### src/rtl/dds_9952_pkg.sv
// Shared definitions for the AD9952 command sequencer: register map,
// per-register byte lengths, FSM state encoding and instruction-byte layout.
package dds_9952_pkg;

  localparam logic [4:0] ADDR_CFR1 = 5'h00;
  localparam logic [4:0] ADDR_CFR2 = 5'h01;
  localparam logic [4:0] ADDR_ASF  = 5'h02;
  localparam logic [4:0] ADDR_ARR  = 5'h03;
  localparam logic [4:0] ADDR_FTW0 = 5'h04;
  localparam logic [4:0] ADDR_POW0 = 5'h05;

  // Bit of the instruction byte that selects a register read.
  localparam int INSTR_RD_BIT = 7;

  typedef enum logic [2:0] {
    ST_IDLE,
    ST_CHECK,
    ST_WAIT_SPACE,
    ST_SEND,
    ST_WAIT_RX
  } state_t;

  // Number of data bytes behind a register; 0 marks an unmapped address.
  function automatic logic [2:0] reg_len(input logic [4:0] addr);
    case (addr)
      ADDR_CFR1: reg_len = 3'd4;
      ADDR_CFR2: reg_len = 3'd3;
      ADDR_ASF:  reg_len = 3'd2;
      ADDR_ARR:  reg_len = 3'd1;
      ADDR_FTW0: reg_len = 3'd4;
      ADDR_POW0: reg_len = 3'd2;
      default:   reg_len = 3'd0;
    endcase
  endfunction

  // Serial-port instruction byte: R/W flag, two zero bits, register address.
  function automatic logic [7:0] instr_byte(input logic rd, input logic [4:0] addr);
    instr_byte = {3'b000, addr};
    instr_byte[INSTR_RD_BIT] = rd;
  endfunction

endpackage

### src/rtl/dds_9952_cmd_seq_if.sv
// Register-command handshake between a host and the AD9952 command sequencer.
interface dds_9952_cmd_seq_if;
  logic        cmd_valid;
  logic        cmd_ready;
  logic        cmd_read;
  logic [4:0]  cmd_addr;
  logic [31:0] cmd_data;

  modport master (output cmd_valid, cmd_read, cmd_addr, cmd_data, input cmd_ready);
  modport slave  (input cmd_valid, cmd_read, cmd_addr, cmd_data, output cmd_ready);
endinterface

### src/rtl/dds_9952_rx_collect.sv
// Collects the MISO bytes of a register read: drops the instruction echo,
// shifts in len data bytes and flags completion or an RX timeout.
module dds_9952_rx_collect #(
  parameter logic [15:0] RX_TIMEOUT = 16'd4096
) (
  input  logic        clk,
  input  logic        n_rst,
  input  logic        i_start,
  input  logic [2:0]  i_len,
  input  logic [7:0]  rx_data,
  input  logic        rx_wrreq,
  output logic        o_done,
  output logic        o_timeout,
  output logic [31:0] o_rd_data,
  output logic        o_rd_valid
);

  logic        r_active;
  logic        r_echo_seen;
  logic [2:0]  r_cnt;
  logic [2:0]  r_len;
  logic [15:0] r_timer;
  logic [31:0] r_rd_data;
  logic        r_rd_valid;

  logic w_byte;
  logic w_done;
  logic w_tmo;

  // A data byte completing the word takes priority over a coincident timeout.
  assign w_byte = r_active & rx_wrreq & r_echo_seen;
  assign w_done = w_byte & (r_cnt == (r_len - 3'd1));
  assign w_tmo  = r_active & ~w_done & (r_timer == (RX_TIMEOUT - 16'd1));

  // Echo skip, shift-in, byte count and timeout timer for one read.
  always_ff @(posedge clk or negedge n_rst) begin
    if (!n_rst) begin
      r_active    <= 1'b0;
      r_echo_seen <= 1'b0;
      r_cnt       <= 3'd0;
      r_len       <= 3'd0;
      r_timer     <= 16'd0;
      r_rd_data   <= 32'd0;
      r_rd_valid  <= 1'b0;
    end else begin
      r_rd_valid <= w_done;
      if (i_start) begin
        r_active    <= 1'b1;
        r_echo_seen <= 1'b0;
        r_cnt       <= 3'd0;
        r_len       <= i_len;
        r_timer     <= 16'd0;
        r_rd_data   <= 32'd0;
      end else if (r_active) begin
        r_timer <= r_timer + 16'd1;
        if (rx_wrreq) begin
          if (!r_echo_seen) begin
            r_echo_seen <= 1'b1;
          end else begin
            r_rd_data <= {r_rd_data[23:0], rx_data};
            r_cnt     <= r_cnt + 3'd1;
          end
        end
        if (w_done || w_tmo) r_active <= 1'b0;
      end
    end
  end

  assign o_done     = w_done;
  assign o_timeout  = w_tmo;
  assign o_rd_data  = r_rd_data;
  assign o_rd_valid = r_rd_valid;

endmodule

### src/rtl/dds_9952_cmd_seq.sv
// AD9952 command sequencer: turns one register command into an instruction
// byte plus data bytes pushed back-to-back into the SPI master's TX FIFO,
// and hands reads to the RX collector.
module dds_9952_cmd_seq
  import dds_9952_pkg::*;
#(
  parameter int          FIFO_AW    = 4,
  parameter logic [15:0] RX_TIMEOUT = 16'd4096
) (
  input  logic               clk,
  input  logic               n_rst,
  dds_9952_cmd_seq_if.slave  cmd,
  output logic [7:0]         tx_data,
  output logic               tx_wrreq,
  input  logic [FIFO_AW-1:0] tx_usedw,
  input  logic               tx_full,
  input  logic [7:0]         rx_data,
  input  logic               rx_wrreq,
  output logic [31:0]        rd_data,
  output logic               rd_valid,
  output logic               err,
  output logic               busy
);

  localparam logic [FIFO_AW:0] DEPTH = (FIFO_AW+1)'(2**FIFO_AW);

  state_t r_state;
  state_t w_next;

  logic        r_read;
  logic [4:0]  r_addr;
  logic [31:0] r_data;
  logic [2:0]  r_len;
  logic [31:0] r_shift;
  logic [2:0]  r_idx;
  logic [7:0]  r_tx_data;
  logic        r_tx_wrreq;
  logic        r_err;

  logic             w_accept;
  logic [FIFO_AW:0] w_free;
  logic [FIFO_AW:0] w_need;
  logic             w_space_ok;
  logic             w_last;
  logic             w_rx_start;
  logic             w_rx_done;
  logic             w_rx_tmo;

  assign w_accept   = cmd.cmd_valid & (r_state == ST_IDLE);
  assign w_free     = tx_full ? '0 : (DEPTH - {1'b0, tx_usedw});
  assign w_need     = (FIFO_AW+1)'(r_len + 3'd1);
  assign w_space_ok = (w_free >= w_need);
  assign w_last     = (r_state == ST_SEND) && (r_idx == r_len);
  assign w_rx_start = w_last & r_read;

  // State register.
  always_ff @(posedge clk or negedge n_rst) begin
    if (!n_rst) r_state <= ST_IDLE;
    else        r_state <= w_next;
  end

  // Next-state logic.
  always_comb begin
    w_next = r_state;
    case (r_state)
      ST_IDLE:       if (w_accept) w_next = ST_CHECK;
      ST_CHECK:      w_next = (r_len == 3'd0) ? ST_IDLE : ST_WAIT_SPACE;
      ST_WAIT_SPACE: if (w_space_ok) w_next = ST_SEND;
      ST_SEND:       if (w_last) w_next = r_read ? ST_WAIT_RX : ST_IDLE;
      ST_WAIT_RX:    if (w_rx_done || w_rx_tmo) w_next = ST_IDLE;
      default:       w_next = ST_IDLE;
    endcase
  end

  // Command latch and registered byte stream; the first byte is launched on
  // entry to SEND so tx_wrreq is high for exactly the cycles spent in SEND.
  always_ff @(posedge clk or negedge n_rst) begin
    if (!n_rst) begin
      r_read     <= 1'b0;
      r_addr     <= 5'd0;
      r_data     <= 32'd0;
      r_len      <= 3'd0;
      r_shift    <= 32'd0;
      r_idx      <= 3'd0;
      r_tx_data  <= 8'd0;
      r_tx_wrreq <= 1'b0;
      r_err      <= 1'b0;
    end else begin
      r_err      <= ((r_state == ST_CHECK) && (r_len == 3'd0)) || w_rx_tmo;
      r_tx_wrreq <= 1'b0;
      if (w_accept) begin
        r_read <= cmd.cmd_read;
        r_addr <= cmd.cmd_addr;
        r_data <= cmd.cmd_data;
        r_len  <= reg_len(cmd.cmd_addr);
      end
      if ((r_state == ST_WAIT_SPACE) && w_space_ok) begin
        r_tx_wrreq <= 1'b1;
        r_tx_data  <= instr_byte(r_read, r_addr);
        r_idx      <= 3'd0;
        // Left-justify the used bytes so each data byte comes off the top.
        r_shift    <= r_read ? 32'd0 : (r_data << {3'd4 - r_len, 3'b000});
      end else if (r_state == ST_SEND) begin
        if (w_last) begin
          r_tx_data <= 8'd0;
        end else begin
          r_tx_wrreq <= 1'b1;
          r_tx_data  <= r_shift[31:24];
          r_shift    <= {r_shift[23:0], 8'd0};
          r_idx      <= r_idx + 3'd1;
        end
      end
    end
  end

  dds_9952_rx_collect #(
    .RX_TIMEOUT (RX_TIMEOUT)
  ) u_rx_collect (
    .clk        (clk),
    .n_rst      (n_rst),
    .i_start    (w_rx_start),
    .i_len      (r_len),
    .rx_data    (rx_data),
    .rx_wrreq   (rx_wrreq),
    .o_done     (w_rx_done),
    .o_timeout  (w_rx_tmo),
    .o_rd_data  (rd_data),
    .o_rd_valid (rd_valid)
  );

  assign cmd.cmd_ready = (r_state == ST_IDLE);
  assign busy          = (r_state != ST_IDLE);
  assign tx_data       = r_tx_data;
  assign tx_wrreq      = r_tx_wrreq;
  assign err           = r_err;

endmodule

### src/flat_wrapper.sv
// flat-port wrapper written by rule: the top's interface ports become plain ports
module dds_9952_cmd_seq_flat import dds_9952_pkg::*;
#(
  parameter int          FIFO_AW    = 4,
  parameter logic [15:0] RX_TIMEOUT = 16'd4096
)
  (clk, n_rst, tx_data, tx_wrreq, tx_usedw, tx_full, rx_data, rx_wrreq, rd_data, rd_valid, err, busy, cmd_cmd_valid, cmd_cmd_read, cmd_cmd_addr, cmd_cmd_data, cmd_cmd_ready);
  dds_9952_cmd_seq_if cmd_i ();
  input  logic clk;
  input  logic n_rst;
  output logic [7:0] tx_data;
  output logic tx_wrreq;
  input  logic [FIFO_AW-1:0] tx_usedw;
  input  logic tx_full;
  input  logic [7:0] rx_data;
  input  logic rx_wrreq;
  output logic [31:0] rd_data;
  output logic rd_valid;
  output logic err;
  output logic busy;
  input wire logic [$bits(cmd_i.cmd_valid)-1:0] cmd_cmd_valid;
  input wire logic [$bits(cmd_i.cmd_read)-1:0] cmd_cmd_read;
  input wire logic [$bits(cmd_i.cmd_addr)-1:0] cmd_cmd_addr;
  input wire logic [$bits(cmd_i.cmd_data)-1:0] cmd_cmd_data;
  output wire logic [$bits(cmd_i.cmd_ready)-1:0] cmd_cmd_ready;
  assign cmd_i.cmd_valid = cmd_cmd_valid;
  assign cmd_i.cmd_read = cmd_cmd_read;
  assign cmd_i.cmd_addr = cmd_cmd_addr;
  assign cmd_i.cmd_data = cmd_cmd_data;
  assign cmd_cmd_ready = cmd_i.cmd_ready;
  dds_9952_cmd_seq #(.FIFO_AW(FIFO_AW), .RX_TIMEOUT(RX_TIMEOUT)) u_core (.clk(clk), .n_rst(n_rst), .cmd(cmd_i), .tx_data(tx_data), .tx_wrreq(tx_wrreq), .tx_usedw(tx_usedw), .tx_full(tx_full), .rx_data(rx_data), .rx_wrreq(rx_wrreq), .rd_data(rd_data), .rd_valid(rd_valid), .err(err), .busy(busy));
endmodule
### config.mk
export PLATFORM = sky130hd
export DESIGN_NAME = dds_9952_cmd_seq_flat
export DESIGN_NICKNAME = d
export VERILOG_FILES = /design/src/rtl/dds_9952_pkg.sv /design/src/rtl/dds_9952_cmd_seq_if.sv /design/src/rtl/dds_9952_rx_collect.sv /design/src/rtl/dds_9952_cmd_seq.sv /design/src/flat_wrapper.sv
export SDC_FILE = /design/constraint.sdc
export NUM_CORES = 1
export LEC_CHECK = 0
export BUFFER_PORTS_ARGS = -buffer_cell sky130_fd_sc_hd__buf_2
export CORE_MARGIN = 4
export CORE_UTILIZATION = 35
export CTS_BUF_LIST = sky130_fd_sc_hd__clkbuf_4 sky130_fd_sc_hd__clkbuf_8 sky130_fd_sc_hd__clkbuf_16
export CTS_CLUSTER_DIAMETER = 60
export DETAILED_ROUTE_END_ITERATION = 16
export PLACE_DENSITY = 0.64
export SYNTH_ARGS = -nofsm -noshare
export SYNTH_HDL_FRONTEND = slang
export SYNTH_SLANG_ARGS = --single-unit
### constraint.sdc
create_clock -name clk -period 3.1 [get_ports clk]
set_input_delay 0.155 -clock clk [delete_from_list [all_inputs] [get_ports clk]]
set_output_delay 0.155 -clock clk [all_outputs]
set_load 0.01 [all_outputs]
# Yosys cells after proc, flatten, opt, wreduce, memory -nomap -nowiden
# Index checks and enable logic that the tools add are counted.
[totals]
register_bits = 146
inputBits = 55
output_inout_bits = 45
wordCells = 108
[op_classes]
n_addsub = 7
n_lt_le_gt_ge = 1
n_eq_ne = 17
n_shift = 1
muxes = 38
bitwise = 8
n_reduce_logical = 19
[ops]
columns = ["operator", "count"]
rows = [
  ["$mux W32", 8],
  ["$mux W3", 12],
  ["$mux W16", 2],
  ["$shl A32 B6 Y32", 1],
  ["$mux W8", 3],
  ["$add A16 B1 Y16 const B", 1],
  ["$eq A16 B12 Y1 const B", 1],
  ["$pmux W3 S5", 1],
  ["$pmux W3 S4", 1],
  ["$eq A5 B2 Y1 const B", 2],
  ["$eq A5 B3 Y1 const B", 2],
  ["$mux W1", 9],
  ["$ne A2 B1 Y1 const B", 4],
  ["$reduce_bool A2 Y1", 4],
  ["$and A1 B1 Y1", 7],
  ["$add A3 B1 Y3 const B", 2],
  ["$eq A3 B2 Y1 const B", 2],
  ["$eq A3 B3 Y1", 2],
  ["$logic_not A3 Y1", 2],
  ["$eq A5 B1 Y1 const B", 1],
  ["$ge A5 B5 Y1", 1],
  ["$logic_not A5 Y1", 1],
  ["$mux W5", 1],
  ["$sub A5 B4 Y5 const A", 1],
  ["15 further kinds", 20],
]

# Depth between registers and ports, before layout
# Gate-level depths: netlist (run 1).
[depth]
word_depth = 10
mapped_depth = 14
depth_no_buf = 10

# Modules after synthesis
# A second synthesis (run 1) with hierarchy kept.
[hier_totals]
cells_unflattened = 716
hier_area_um2 = 6834.1
[by_module_without_submodules]
columns = ["module", "instances", "cells_each", "area_per_inst_um2", "seq_area_each_um2"]
rows = [
  ["dds_9952_cmd_seq", 1, 456, 4346.7, 2227.1],
  ["dds_9952_rx_collect", 1, 260, 2487.4, 1426.4],
]

# Least setup slack after synthesis (run 1)
# OpenSTA, ideal clock, no wires.
[synth_timing]
path_kind = "reg2reg"
start = "reg u_core.r_len[0]"
end = "reg u_core.r_shift[10]"
setup_ns = 0.127
t_arrival_ns = 2.602
required_time_ns = 2.973
path_slack_ns = 0.371
stages_incl_launch_ff = 15
path_buffers = 5
period_less_slack_ns = 2.729
path_cell_list = "dfrtp_1 -> buf_2 -> inv_1 -> ha_1 -> buf_2 -> clkinv_1 -> clkbuf_1 -> ha_1 -> a21o_1 -> a31oi_1 -> o22ai_2 -> buf_4 -> buf_4 -> nand3_1 -> o21ai_0"
[synth_between]
elab_chain_len = 5
word_cells_on_any_way = 12
cone_classes = "2 x add/sub; 1 x order compare; 2 x eq/ne; 1 x shift; 2 x mux; 4 x reduce/logical"
[synth_lines]
columns = ["item", "line_no", "rtl"]
rows = [
  ["start: declaration", "dds_9952_cmd_seq.sv:33", "logic [2:0] r_len;"],
  ["start signal: assignment", "dds_9952_cmd_seq.sv:95", "r_len <= reg_len(cmd.cmd_addr);"],
  ["parallel branches: the longest is 5 deep, another holds $sub A3 B3 Y3", "n/a", ""],
  ["end signal: assignment", "dds_9952_cmd_seq.sv:102", "r_shift <= r_read ? 32'd0 : (r_data << {3'd4 - r_len, 3'b000});"],
  ["end signal: assignment", "dds_9952_cmd_seq.sv:109", "r_shift <= {r_shift[23:0], 8'd0};"],
  ["end: declaration", "dds_9952_cmd_seq.sv:34", "logic [31:0] r_shift;"],
]
# Parallel ways; which one is timed is not known.
# A chain may end at the register's enable or synchronous reset.

# Worst setup path in the final report (run 1)
[layout_timing]
start = "reg u_core.r_state[1]"
end = "reg u_core.r_len[1]"
[layout_between]
elab_chain_len = 2
[layout_lines]
columns = ["item", "line_no", "rtl"]
rows = [
  ["start: declaration", "dds_9952_cmd_seq.sv:27", "state_t r_state;"],
  ["start signal: assignment", "dds_9952_cmd_seq.sv:59", "else r_state <= w_next;"],
  ["$logic_not A3 Y1", "dds_9952_cmd_seq.sv:49", "assign w_accept = cmd.cmd_valid & (r_state == ST_IDLE);"],
  ["$and A1 B1 Y1", "dds_9952_cmd_seq.sv:49", ""],
]
# Every way passes these cells.

==> impl_metrics.csv, run 1 <==
group,metric,value,unit
global_route,grt_pass1_wl,26420,µm
global_route,gr-total-overflow,0,
pwr,vdd_drop_max,474.0,µV
placed_design,dp_cells,976,
route,ant_nets,0,
clock_network,cts_root_buf,"clkbuf_16",
yosys,yosys_warnings,0,
status,outcome,"finished, final reports clean",
die,core_area,0.01946,mm²
finish,multi_input_area,0.003015,mm²
pwr,power_density,1012,mW/mm²
worst_hold_path,worstHoldPathType,"in2reg",
yosys,synth_top_area_share,52.62,%
placed_design,port_buffers,99,
timing,hold_viol_final,0,
finish,fillers,1804,
yosys,synth_area_leader_cell,"dfrtp_1",
timing,max_freq,393.1,MHz
yosys,synthTopCellsByArea,"dfrtp_1 (53%), mux2_2 (7.6%), mux2i_1 (5.9%)",
yosys,synth-seq-area-share,52.62,%
finish,regArea,0.003654,mm²
critical_path,start_kind,"flip-flop",
route,drc,0,
global_route,grt_max_degree,68,
timing,fin_skew,0.009745,ns
route,wirelength,15890,µm
timing,finalCritPeriodShare,82.07,%
die,io_pins,100,
clock_network,clock_sinks,146,
route,vias_per_cell,4.913,
yosys,syn_area,0.006943,mm²
route,dr.pass1.iters,4,
clock_network,cts-htree-levels,4,
yosys,ys.flop_type,"dfrtp_1",
pwr,power,8810,µW
critical_path,crit_path_end_kind,"flip-flop",
yosys,synth_nets,707,
placed_design,gp_congestion,0.7598,
critical_path,crit_required,3.46,ns
timing,period_minus_slack,2.544,ns
die,fp-row-count,51,
die,start_util,35.67,%
critical_path,path_max_fanout,45,
clock_network,post_cts_resized,0,
yosys,synth-edff-count,0,
timing,setup_viol_count_final,0,
clock_network,cts_setup_buffers,0,
yosys,ys_types,50,
pwr,leakage,0.003892,µW
finish,drive_gt1_share,26.90,%
clock_network,cts_buffers,17,
die,die_w,148.8,µm
clock_network,clk_latency,0.42,ns
route,vias,5173,
timing,maxSlewViolCount,0,
finish,syn_to_final_growth,25.32,%
yosys,synthCells,640,
die,die_area,0.02215,mm²
finish,nets,842,
critical_path,arrival,2.90,ns
global_route,antenna_found_initial,0,
timing,fin_setup_tns,0,ns
timing,rsz0062_at_grt,"no",
route,post_drt_wl_per_cell,15.09,µm
yosys,avgSynthCellArea,10.85,µm²
timing,tightest_slew,0.6786,ns
timing,maxSlewHeadroom,54.67,%
timing,hold_ws,0.01632,ns
placed_design,hpwl,10720,µm
yosys,ys_seq_elements,146,
global_route,grt_pass1_vias,5157,
clock_network,cts_tree,"done",
critical_path,critPathKind,"reg2reg",
finish,fin_cells,1053,
finish,num_antenna_cells,0,
clock_network,hold_buffers,45,
global_route,gr-usage-all-layers,14.79,%
clock_network,path_clk_slew,0.07,ns
die,die_y,148.8,µm
run,drv_cap,0,
clock_network,clockBufferDepth,2,
yosys,async_reset_ff_share,100.0,%
route,dr.first_iter.drc_count,292,
==> flip-flops by register name (all words and copies together) (netlist names) <==
name and count:
u_core.r_data 32, u_core.r_shift 32, u_core.u_rx_collect.o_rd_data 32, u_core.u_rx_collect.r_timer 16, u_core.tx_data 8, u_core.r_addr 5
u_core.r_idx 3, u_core.r_len 3, u_core.r_state 3, u_core.u_rx_collect.r_cnt 3, u_core.u_rx_collect.r_len 3, u_core.err 1
u_core.r_read 1, u_core.tx_wrreq 1, u_core.u_rx_collect.o_rd_valid 1, u_core.u_rx_collect.r_active 1, u_core.u_rx_collect.r_echo_seen 1
==> synthesized netlist by cell type, drive strengths merged, types with 2 or more instances <==
cell type  instances
nand2b             4
or3                2
a21o               2
o32ai              2
clkbuf            17
mux2              47
nor3               6
o2111ai            8
xnor2             19
nor4b              2
o21ai             46
nand4              2
a31oi              3
and2               2
and3               2
a22oi              6
nor2b              4
buf               27
nor4               6
nand3             24
xor2               9
ha                12
nand2            104
a21oi             36
dfrtp            146
mux2i             41
inv               14
nor2              27
a22o               3
a32o               8
==> path summary, 6_finish.rpt <==
kind | from | to | slack, ns | depth (start not counted)
worst max-delay path | u_core.r_state[1] | u_core.r_len[1] | 0.56 | 6
worst min-delay path | cmd_cmd_addr[1] | u_core.r_addr[1] | 0.02 | 2
worst max register to register | u_core.r_state[1] | u_core.r_len[1] | 0.56 | 6
worst min register to register | u_core.r_shift[3] | u_core.r_shift[3] | 0.49 | 1
max in group asynchronous | n_rst | u_core.tx_data[7] | 2.02 | 3
min in group asynchronous | n_rst | u_core.err | 0.31 | 2
==> kinds of logic after synthesis <==
| family | after synthesis | share of synthesized area (%) |
|---|---|---|
| xor+xnor | 28 | 3.532 |
| buf+inv | 59 | 4.289 |
| fa+ha+maj | 12 | 2.162 |
| flops | 146 | 52.62 |
| compound gates | 119 | 10.56 |
| simple gates | 188 | 13.30 |
| mux | 88 | 13.53 |
==> critical path, stage by stage, from the launching register on <==
cell and delay, ns:
dfrtp_1 0.51, nor3_2 0.31, and2_2 0.18, buf_4 0.43, o21ai_0 0.21, o32ai_1 0.26
dlygate4sd3_1 0.58
==> through the flow <==
step | utilization (%) | setup slack (ns) | instance area, µm²
floorplan | - | 0.3706 | 6943
global placement | 39.52 | 0.7411 | 7691
detailed placement | 39.52 | 0.6682 | 7691
CTS | 44.71 | 0.5370 | 8701
global route | 44.71 | 0.4010 | 8701
finish | 44.71 | 0.5559 | 8701
==> area by class of cell <==
type / count / share of cell area [%]
multi-input cells: 435 / 34.66
well taps: 265 / 3.811
inverters: 15 / 0.6471
clock buffers: 18 / 5.047
clock inverters: 14 / 1.380
repair buffers: 160 / 12.47
flip-flops and latches: 146 / 41.99
==> cells in the final DEF, fill, tap and decap left out, types with 3 or more instances in the layout <==
cell | Yosys | final
inv_1 | 14 | 14
o21ai_0 | 45 | 45
nor2_1 | 25 | 25
a32o_1 | 8 | 8
a22oi_1 | 6 | 6
nor2b_1 | 4 | 4
o2111ai_1 | 8 | 8
buf_2 | 13 | 98
clkinvlp_4 | 0 | 3
nand2_1 | 104 | 104
xnor2_1 | 19 | 19
ha_1 | 12 | 12
dfrtp_1 | 146 | 146
a21oi_1 | 36 | 36
nor3_1 | 4 | 4
mux2i_1 | 41 | 41
nor4_1 | 3 | 3
a22o_1 | 3 | 3
mux2_2 | 47 | 47
nand2b_1 | 4 | 4
nor4_4 | 3 | 3
xor2_1 | 9 | 9
nand3_1 | 22 | 22
inv_6 | 0 | 5
clkinv_4 | 0 | 3
dlygate4sd3_1 | 0 | 45
buf_4 | 8 | 15
clkbuf_16 | 0 | 17
==> report_power, final <==
part           internal [µW]  switching (µW)
Sequential              2670             646
Combinational           1570            2000
Clock                   1070             856
Total                   5310            3500
==> layer usage <==
metal,track usage [%],vias to the layer above,share of wire [%]
li1,-,2506,-
met1,20.22,2509,45
met2,23.44,141,48
met3,3.191,17,5.0
met4,5.126,0,1.5
met5,0,-,0
(Power assumes the default switching activity.)
==> inputs of run 2 (changes only) <==
PLACE_DENSITY = 0.66   (was 0.64)
clock period = 2.3 ns   (was 3.1 ns; I/O delays follow)
==> run 2 against run 1 <==
Sequential share of layout area shrank 1.4 points. Clock skew is 0.0039 ns higher. First-iteration DRC count decreased by 2.1%. Cell area increased by 3.4%. Largest cell class unchanged.
==> impl_metrics.csv, run 2 (same netlist as run 1, synthesis figures left out) <==
group,metric,value,unit
die,die_area,0.02215,mm²
placed_design,place_area,0.007838,mm²
pwr,leakage,0.004006,µW
finish,final_cell_area,0.008997,mm²
global_route,grt_pass1_wl,27320,µm
timing,tightest_slew,0.5878,ns
clock_network,clockBufferDepth,2,
route,vias,5245,
die,core_area,0.01946,mm²
route,dr.pass1.iters,5,
critical_path,crit_required,2.60,ns
global_route,gr-total-overflow,0,
clock_network,cts_root_buf,"clkbuf_16",
placed_design,dp_cells,982,
route,vias_per_cell,4.934,
finish,drive_gt1_share,28.20,%
placed_design,port_buffers,99,
finish,layout_common_cells,"dfrtp_1 (145), nand2_1 (104), buf_2 (98)",
global_route,grt_max_degree,62,
die,io_pins,100,
timing,max_freq,452.2,MHz
die,die_y,148.8,µm
route,dr.first_iter.drc_count,286,
run,drv_cap,0,
route,post_drt_wl_per_cell,15.52,µm
global_route,gr-usage-all-layers,15.31,%
critical_path,path_max_fanout,5,
critical_path,crit_path_end_kind,"flip-flop",
die,fp-row-count,51,
pwr,vdd_drop_max,660.8,µV
finish,fin_cells,1063,
critical_path,arrival,2.51,ns
timing,setup_viol_count_final,0,
finish,post-route-util,46.23,%
timing,fin_setup_tns,0,ns
clock_network,cts-htree-levels,4,
clock_network,cts_buffers,17,
timing,hold_viol_final,0,
timing,finalCritPeriodShare,96.14,%
route,drc,0,
placed_design,gp_congestion,0.7717,
pwr,power_density,1403,mW/mm²
placed_design,hpwl,10690,µm
timing,period_minus_slack,2.211,ns
timing,maxSlewHeadroom,60.82,%
placed_design,post-place-ws,0.05951,ns
die,die_w,148.8,µm
global_route,antenna_found_initial,0,
finish,regArea,0.003655,mm²
route,wirelength,16500,µm
timing,finalWorstSetupSlack,0.08870,ns
finish,syn_to_final_growth,29.59,%
finish,multi_input_area,0.003067,mm²
clock_network,cts_setup_buffers,0,
critical_path,critPathKind,"reg2reg",
finish,num_antenna_cells,0,
clock_network,path_clk_slew,0.06,ns
timing,maxSlewViolCount,0,
global_route,grt_pass1_vias,5234,
clock_network,clock_sinks,146,
worst_hold_path,worstHoldPathType,"in2reg",
clock_network,cts_tree,"done",
critical_path,start_kind,"flip-flop",
timing,fin_skew,0.01367,ns
finish,nets,853,
route,ant_nets,0,
status,outcome,"finished, final reports clean",
clock_network,clk_latency,0.42,ns
finish,final_common_cell,"dfrtp_1",
finish,fillers,1781,
die,start_util,35.67,%
run 2: cell types whose count changed in the layout (fill, tap and decap cells not counted), sizes merged:
cell	before	now
buf	115	121
bufinv	0	3
clkbuf	18	21
clkinv	5	4
dlygate4sd3	45	49
inv	21	16
run 2: worst paths after layout:
kind | from | endpoint | slack, ns | cells past startpoint
max in group asynchronous | n_rst | u_core.r_data[29] | 1.35 | 3
worst min register to register | u_core.r_shift[6] | u_core.r_shift[6] | 0.49 | 1
worst max-delay path | u_core.r_len[1] | u_core.tx_data[5] | 0.09 | 8
min in group asynchronous | n_rst | u_core.err | 0.25 | 2
worst max register to register | u_core.r_len[1] | u_core.tx_data[5] | 0.09 | 8
worst min-delay path | cmd_cmd_valid | u_core.r_state[0] | 0.17 | 4
run 2: final cells by class:
class | count | share of cell area (%)
clock inverter | 11 | 1.697
inverter | 15 | 0.7092
sequential | 146 | 40.62
tap | 265 | 3.685
timing repair buffer | 171 | 14.02
multi-input combinational | 435 | 34.08
clock buffer | 20 | 5.187
run 2: layer usage:
layer	GRT usage, %	wire length [µm]	vias to the layer above
met5	0	0	-
met4	4.302	157	0
met3	3.677	737	15
met2	25.26	8109	114
met1	20.26	7496	2586
li1	-	-	2530
run 2: what timing repair did:
item	CTS	global route
resized for setup	0	6
hold buffers	49	0
endpoints found under the setup margin	0	24
hold endpoints to repair	106	0
run 2: worst max-delay path: stages (launching register included):
cell and delay [ns]:
dfrtp_2 0.45, ha_1 0.20, xnor2_1 0.13, ha_1 0.33
a21o_1 0.17, a31oi_4 0.05, nand2b_1 0.18, a311o_1 0.40
a22o_1 0.19
run 2: through the flow:
stage,hold slack [ns],total power (µW)
floorplan,-0.1806,8013
global placement,0.1396,9482
detailed placement,0.1437,9615
CTS,0.1642,12620
global route,0.2062,13530
finish,0.1736,12620
run 2: power by group:
part | total (µW) | switching, µW | internal [µW]
logic | 5260 | 2860 | 2400
clock network | 2900 | 1110 | 1800
registers | 4460 | 860 | 3600
total | 12600 | 4830 | 7790
==> inputs of run 3 (changes only) <==
ABC_AREA = 1   (was not set)
CORE_MARGIN = 2   (was 4)
TNS_END_PERCENT = 20   (was not set)
==> run 3 against run 2 <==
Synthesized cell count is 60% higher. Clock skew is 0.0060 ns lower. Largest power group unchanged. Largest cell class unchanged. Routed wire length is 19% higher. Sequential power is 3% lower. First-iteration DRC count is 77% higher.
==> impl_metrics.csv, run 3 <==
group,metric,value,unit
status,outcome,"finished, final reports clean",
critical_path,critPathMaxStageDelay,0.40,ns
global_route,grt_pass1_vias,6397,
finish,nets,1232,
placed_design,hpwl,12660,µm
critical_path,critPathKind,"reg2reg",
clock_network,clock_sinks,146,
timing,hold_viol_final,0,
yosys,synth-edff-count,0,
yosys,synthCells,1026,
placed_design,port_buffers,99,
critical_path,crit_required,2.66,ns
placed_design,post-place-ws,-0.1144,ns
global_route,grt_max_degree,69,
critical_path,path_cells,"inv_2, ha_1, inv_2, ha_1, nand2_1, nand2_1, nand2_1, nand2_1, nand2_1, nand2_2, nand2_4, buf_6, nand3_1, nand2_1",
timing,max_freq,474.0,MHz
clock_network,clk_latency,0.43,ns
critical_path,path_depth,14,
timing,tightest_slew,0.6895,ns
global_route,antenna_found_initial,0,
yosys,synth_most_common_cell,"nand2_1",
worst_hold_path,worstHoldPathType,"in2reg",
die,core_area,0.02115,mm²
global_route,gr-total-overflow,0,
yosys,ys_types,29,
route,post_drt_wl_per_cell,13.49,µm
critical_path,cp_num_buf_inv,3,
clock_network,clockBufferDepth,2,
pwr,power_density,1315,mW/mm²
route,dr.first_iter.drc_count,505,
route,wirelength,19600,µm
run,drv_cap,0,
yosys,synth_area_leader_cell,"dfrtp_1",
route,vias_per_cell,4.649,
finish,fillers,2079,
timing,maxSlewHeadroom,53.98,%
timing,fin_skew,0.007715,ns
die,die_w,151.1,µm
yosys,async_reset_ff_share,100.0,%
route,ant_nets,0,
route,drc,0,
critical_path,start_kind,"flip-flop",
die,start_util,35.80,%
yosys,synth_commonest_cells,"nand2_1 (414), dfrtp_1 (146), inv_1 (127)",
critical_path,crit_path_end_kind,"flip-flop",
yosys,ys_seq_elements,146,
critical_path,arrival,2.47,ns
critical_path,reg2regPathDepth,14,
yosys,synthTopCellsByArea,"dfrtp_1 (48%), nand2_1 (21%), inv_1 (6.3%)",
timing,maxSlewViolCount,0,
finish,drive_gt1_share,14.69,%
timing,setup_viol_count_final,0,
placed_design,gp_congestion,0.9172,
route,vias,6755,
yosys,ys.flop_type,"dfrtp_1",
critical_path,cp_common_cell,"nand2_1",
critical_path,crit_family,"simple AND/OR/NAND/NOR gates",
pwr,vdd_drop_max,801.0,µV
global_route,gr-usage-all-layers,17.52,%
timing,period_minus_slack,2.110,ns
pwr,leakage,0.005232,µW
timing,finalWorstSetupSlack,0.1903,ns
yosys,avgSynthCellArea,7.380,µm²
clock_network,cts_root_buf,"clkbuf_16",
yosys,synth_nets,1093,
yosys,yosys_warnings,0,
die,die_area,0.02283,mm²
finish,post-route-util,45.00,%
route,dr.pass1.iters,6,
yosys,synth_top_area_share,48.25,%
timing,finalCritPeriodShare,91.73,%
die,io_pins,100,
finish,layout_common_cells,"nand2_1 (412), dfrtp_1 (145), inv_1 (126)",
pwr,power,12520,µW
finish,num_antenna_cells,0,
finish,regArea,0.003655,mm²
finish,syn_to_final_growth,25.71,%
clock_network,cts-htree-levels,4,
yosys,syn_area,0.007572,mm²
finish,multi_input_area,0.003143,mm²
clock_network,cts_tree,"done",
clock_network,path_clk_slew,0.06,ns
critical_path,cp_slowest_cell,"dfrtp_2",
die,fp-row-count,53,
worst_hold_path,whs_path_depth,5,
yosys,synth-seq-area-share,48.25,%
critical_path,path_max_fanout,17,
clock_network,cts_buffers,17,
global_route,grt_pass1_wl,31660,µm
die,die_y,151.1,µm
finish,final_common_cell,"nand2_1",
## run 3: cell count changes after synthesis, sizes merged, moves of 10 or more
cell   before  now
nand2     104  415
inv        14  132
nand3      24   94
mux2       47    0
mux2i      41    0
a21oi      36   10
nor2       27   50
o21ai      46   66
buf        27   41
xnor2      19    5
a22oi       6   16
## run 3: worst paths after layout
kind	startpoint	to	slack (ns)
max in group asynchronous	n_rst	u_core.u_rx_collect.r_timer[0]	1.38
worst min-delay path	rx_wrreq	u_core.u_rx_collect.r_echo_seen	0.02
min in group asynchronous	n_rst	u_core.u_rx_collect.o_rd_data[4]	0.23
worst max-delay path	u_core.r_len[0]	u_core.r_shift[24]	0.19
worst min register to register	u_core.r_shift[29]	u_core.tx_data[5]	0.48
worst max register to register	u_core.r_len[0]	u_core.r_shift[24]	0.19
## run 3: logic make-up (layout without fill, tap and decap cells)
logic type	after synthesis	after routing	share of synthesized area, %
buf+inv	183	335	10.44
compound gates	96	96	7.006
simple gates	581	581	31.39
xor+xnor	8	8	0.9254
fa+ha+maj	12	12	1.983
flops	146	146	48.25
## run 3: power by group
part           switching [µW]  internal (µW)
clock network            1100           1760
logic                    3420           1930
registers                 705           3610
## run 3: what timing repair did
| item | CTS | global route |
|---|---|---|
| endpoints found under the setup margin | 16 | 43 |
| resized for setup | 1 | 7 |
| hold endpoints to repair | 102 | 0 |
| setup buffers | 0 | 3 |
| hold buffers | 47 | 0 |
| cloned | 0 | 4 |
## run 3: cell type report
| cell class | count | area share (%) |
|---|---|---|
| flip-flops and latches | 146 | 38.39 |
| multi-input cells | 697 | 33.02 |
| repair buffers | 171 | 13.34 |
| inverters | 132 | 5.205 |
| clock buffers | 20 | 4.771 |
| well taps | 275 | 3.615 |
| clock inverters | 12 | 1.656 |
## run 3: per-stage QoR
step                area (µm²)  hold slack (ns)  setup TNS (ns)  std cells
global route              9519          0.06155        -0.01825       1453
CTS                       9398          0.01228               0       1446
floorplan                 7572          -0.1806               0       1026
finish                    9519          0.01778               0       1453
global placement          8313           0.1446          -1.623       1367
detailed placement        8313           0.1464          -1.437       1367
## run 3: metal layers
metal,vias up,track usage (%),wire [µm]
li1,3449,-,-
met1,3107,25.04,9394
met2,174,26.98,9007
met3,25,3.675,883
met4,0,4.907,316
met5,-,0,0
## run 3: worst reg2reg max path: stages (launching register included)
cell	delay, ns
dfrtp_2	0.40
inv_2	0.07
ha_1	0.32
inv_2	0.05
ha_1	0.26
nand2_1	0.06
nand2_1	0.04
nand2_1	0.05
nand2_1	0.04
nand2_1	0.08
nand2_2	0.09
nand2_4	0.16
buf_6	0.23
nand3_1	0.10
nand2_1	0.09
